### src/rtl/alu_share_arbiter.sv
// Two-requester front end for the shared calculator ALU: round-robin grant with
// optional ownership lock, fixed-latency operand hold, registered result and ack.
module alu_share_arbiter #(
    parameter int                   DATA_W   = 32,
    parameter int                   CMD_W    = 3,
    parameter int                   ALU_LAT  = 1,
    parameter logic [CMD_W-1:0]     IDLE_CMD = '0
) (
    input  logic              Clock,
    input  logic              Reset,
    input  logic              req0,
    input  logic [DATA_W-1:0] a0,
    input  logic [DATA_W-1:0] b0,
    input  logic [CMD_W-1:0]  cmd0,
    input  logic              lock0,
    output logic              ack0,
    input  logic              req1,
    input  logic [DATA_W-1:0] a1,
    input  logic [DATA_W-1:0] b1,
    input  logic [CMD_W-1:0]  cmd1,
    input  logic              lock1,
    output logic              ack1,
    output logic [DATA_W-1:0] res,
    output logic              busy,
    output logic [DATA_W-1:0] al_A,
    output logic [DATA_W-1:0] al_B,
    output logic [CMD_W-1:0]  al_cmd,
    input  logic [DATA_W-1:0] al_C
);

    typedef enum logic [1:0] {S_IDLE, S_BUSY, S_DONE} state_t;

    localparam logic [3:0] CNT_INIT = 4'(ALU_LAT - 1);

    state_t     state;
    logic [3:0] cnt;
    logic       grantee;
    logic       last;
    logic       owned;
    logic       owner;

    logic       eff_own;
    logic       gnt_vld;
    logic       gnt_sel;

    // An owner whose lock has dropped is released and normal arbitration
    // applies in that same IDLE cycle.
    always_comb begin
        eff_own = owned && (owner ? lock1 : lock0);
        gnt_vld = 1'b0;
        gnt_sel = 1'b0;
        if (eff_own) begin
            gnt_vld = owner ? req1 : req0;
            gnt_sel = owner;
        end else if (req0 && req1) begin
            gnt_vld = 1'b1;
            gnt_sel = ~last;
        end else if (req0) begin
            gnt_vld = 1'b1;
            gnt_sel = 1'b0;
        end else if (req1) begin
            gnt_vld = 1'b1;
            gnt_sel = 1'b1;
        end
    end

    always_ff @(posedge Clock) begin
        if (Reset) begin
            state   <= S_IDLE;
            cnt     <= '0;
            grantee <= 1'b0;
            last    <= 1'b1;
            owned   <= 1'b0;
            owner   <= 1'b0;
            al_A    <= '0;
            al_B    <= '0;
            al_cmd  <= IDLE_CMD;
            res     <= '0;
            ack0    <= 1'b0;
            ack1    <= 1'b0;
            busy    <= 1'b0;
        end else begin
            ack0 <= 1'b0;
            ack1 <= 1'b0;
            case (state)
                S_IDLE: begin
                    owned <= eff_own;
                    if (gnt_vld) begin
                        al_A    <= gnt_sel ? a1 : a0;
                        al_B    <= gnt_sel ? b1 : b0;
                        al_cmd  <= gnt_sel ? cmd1 : cmd0;
                        grantee <= gnt_sel;
                        last    <= gnt_sel;
                        cnt     <= CNT_INIT;
                        busy    <= 1'b1;
                        state   <= S_BUSY;
                    end
                end
                S_BUSY: begin
                    if (cnt == 4'd0) begin
                        res    <= al_C;
                        ack0   <= ~grantee;
                        ack1   <= grantee;
                        al_A   <= '0;
                        al_B   <= '0;
                        al_cmd <= IDLE_CMD;
                        state  <= S_DONE;
                    end else begin
                        cnt <= cnt - 4'd1;
                    end
                end
                S_DONE: begin
                    owned <= grantee ? lock1 : lock0;
                    owner <= grantee;
                    busy  <= 1'b0;
                    state <= S_IDLE;
                end
                default: state <= S_IDLE;
            endcase
        end
    end

endmodule

### config.mk
export PLATFORM = sky130hd
export DESIGN_NAME = alu_share_arbiter
export DESIGN_NICKNAME = d
export VERILOG_FILES = /design/src/rtl/alu_share_arbiter.sv
export SDC_FILE = /design/constraint.sdc
export NUM_CORES = 1
export LEC_CHECK = 0
export CAP_MARGIN = 20
export CORE_UTILIZATION = 40
export DETAILED_ROUTE_END_ITERATION = 16
export HOLD_SLACK_MARGIN = 0.1
export PLACE_DENSITY = 0.8
export SLEW_MARGIN = 20
export SYNTH_ARGS = -nofsm -noshare
export SYNTH_HDL_FRONTEND = slang
export SYNTH_SLANG_ARGS = --single-unit
### constraint.sdc
create_clock -name Clock -period 4.3 [get_ports Clock]
set_input_delay 0.43 -clock Clock [delete_from_list [all_inputs] [get_ports Clock]]
set_output_delay 0.43 -clock Clock [all_outputs]
set_load 0.02 [all_outputs]
==> results.toml <==
[sta]
finalSetupTns_ns = 0
hold_violations = 0
rsz0062_at_grt = "false"
slew_violations = 0
worst_pin_slew_ns = 1.06
fmax_mhz = 342
whs_ns = 0.455
finalCritPeriodShare = 0.680
setup-violations-final = 0
maxSlewHeadroom = 0.293
layout_min_cycle_time_ns = 2.92
clock_skew_ns = 0.00683

[worst_hold_path]
whs_endpoint = "res[11]"
min_path_type = "flip-flop to flip-flop"
hold_depth = 2
worstHoldStart = "res[11]"

[finish]
design_area_sq_um = 8570
nNetsFinal = 1070
instances_no_fill = 1077
area_growth_pct = 53.5
final_layout_size_suffix_gt1_frac = 0.0488
num_antenna_cells = 0

[cts]
root_buffer = "clkbuf_16"
clockBufferDepth = 2
clock_latency_ns = 0.35
post_cts_buffers = 0
cts_resized = 0
cts_buffers = 9
postCtsHoldBufs = 0
htreeDepth = 3
clkSlewWorstSetupHoldPaths_ns = 0.08
cts_tree = "done"
clock_sinks = 112

[setup_path]
crit_top_cell = "buf_4"
path_max_fanout = 72
arrival_ns = 3.20
critical_path.cell_chain = "clkdlybuf4s50_1, o21ba_4, buf_4, buf_4, nand3_1, or4_1, o211ai_1"
worst-r2r-setup-slack_ns = 1.63
rr_worst_depth = 6
r2r_start = "state[0]"
max_stage_delay_ns = 0.68
worst_setup_path_start_kind = "input port"
crit_path_end_kind = "flip-flop"
critPathRequiredTime_ns = 4.57
worstSetupPathType = "input port to flip-flop"
r2r-end = "al_A[12]"
crit_path_top_delay_cell = "buf_4"

[grt]
grt_pass1_wl_microns = 29400
antenna_found_initial = 0
grt_util_met3 = 0.0613
grt.busiest_layer = "met2"
grtUsageMet1 = 0.315
grt_pass1_vias = 5761
grt_use_met2 = 0.408
track_usage = 0.252
grt_overflow = 0
grt_max_degree = 104

[floorplanning]
dieArea_sq_um = 14400
ioPinCount = 274
die_w_microns = 120
core_area_sq_um = 13500
initial_core_util = 0.415
rows = 42
die_height_microns = 120

[yosys]
syn_inst = 690
synth_edf_count = 0
yosysWarningCount = 0
synthArstFlopShare = 0
syn_area_sq_um = 5580
ys_types = 40
synth_seq_cells = 112
syn_nets = 864
avgSynthCellArea_sq_um = 8.09
ys_seq_area_frac = 0.402
synth-main-ff-cell = "dfxtp_1"

[drt]
drc = 0
antenna_left = 0
drt_iter0_drc = 423
wl_microns = 18900
wl_per_cell_microns = 17.6
dr_total_vias = 6259
routed_via_density = 5.81
drt_first_pass_iters = 5

[job]
drv_cap = 0

[place]
gp_congestion = 0.806
placed_cell_area_sq_um = 8270
port_buffers = 273
place_inst = 1061
place_hpwl_microns = 11900

[power]
power.density_nw_per_um2 = 342
irDropWorstVdd_mv = 0.187
p_leak_nw = 2.77
power.total_mw = 2.93

[status]
status = "completed"
## where the power goes
group          leakage, nW  internal [mW]  switching, mW
clock                0.146          0.415          0.434
combinational         1.71          0.412          0.474
sequential           0.920           1.14         0.0547
total                 2.77           1.97          0.963
## routing by layer
metal | vias up | routed length, microns | part of all wire
met5 | - | 0 | 0
met4 | 0 | 656 | 0.035
met3 | 45 | 1670 | 0.088
met2 | 299 | 8910 | 0.47
met1 | 2884 | 7680 | 0.41
li1 | 3031 | - | -
## worst max-delay path by stage
stage	start	end	slack, ns
3_5_place_dp	req1	al_A[2]	1.11
4_1_cts	req1	al_A[12]	1.43
2_1_floorplan	cnt[0]	al_B[10]	2.49
5_1_grt	req1	al_A[12]	1.23
6_report	req1	al_A[12]	1.38
3_3_place_gp	req1	al_A[12]	1.20
## kinds of logic (layout without fill, tap and decap cells)
family | after synthesis | in the layout | share of synthesized area
multiplexers | 3 | 3 | 0.00560
AND/OR/NAND/NOR | 364 | 364 | 0.361
flip-flops | 112 | 112 | 0.402
buffers and inverters | 94 | 305 | 0.0872
adder cells (fa/ha/maj) | 2 | 2 | 0.00448
AO/OA/AOI/OAI | 115 | 115 | 0.140
## critical path, delay by kind of cell
| kind | cells | cell delay, ns |
|---|---|---|
| buffers and inverters | 3 | 1.76 |
| AND/OR/NAND/NOR | 2 | 0.63 |
| AO/OA/AOI/OAI | 2 | 0.30 |
## synthesized netlist by cell type, types with 2 or more instances
master,number,area share
a21oi_1,39,0.035
a31oi_1,2,0.0022
buf_1,4,0.0027
buf_2,8,0.0072
buf_6,7,0.014
clkbuf_1,64,0.043
clkbuf_8,5,0.012
dfxtp_1,112,0.40
dlymetal6s2s_1,2,0.0045
ha_1,2,0.0045
inv_1,3,0.0020
mux2i_1,2,0.0036
nand2_1,71,0.048
nand3_1,135,0.12
nand4_1,67,0.075
nor2_1,7,0.0047
nor2b_1,2,0.0022
nor3_1,3,0.0027
o211ai_1,64,0.086
o211ai_2,3,0.0067
o31ai_1,2,0.0027
or3_1,2,0.0022
or4_1,67,0.090
## metrics by stage
step / utilization / worst slack [ns]
5_1_grt: 0.637 / 1.23
2_1_floorplan: - / 2.49
4_1_cts: 0.637 / 1.43
3_3_place_gp: 0.615 / 1.20
3_5_place_dp: 0.615 / 1.11
6_report: 0.637 / 1.38
## cell type report
cell class | instances | area, sq um
fill | 1210 | 4880
inverter | 3 | 11.3
clock buffer | 9 | 225
timing repair buffer | 286 | 2880
clock inverter | 7 | 73.8
sequential | 112 | 2240
tap | 176 | 220
multi-input combinational | 484 | 2920
## cells in the final DEF, fill, tap and decap left out, types with 3 or more instances in the layout
cell type and instances:
inv_1 3, nand3_1 135, dfxtp_1 112, o211ai_1 64, o211ai_2 3, inv_8 4
clkdlybuf4s50_1 273, nor2_1 4, nor2_4 3, nand4_1 67, nor3_1 3, nand2_1 70
a21oi_1 38, clkbuf_16 9, buf_12 4, or4_1 67, buf_4 9
## state kept, by name (all words and copies together), names as in the netlist
signal and count:
ack0 1, owner 1, busy 1, grantee 1, al_A 32, last 1
ack1 1, al_cmd 3, res 32, owned 1, al_B 32, cnt 4
state 2
No activity file was read; power rests on OpenSTA's default activity.
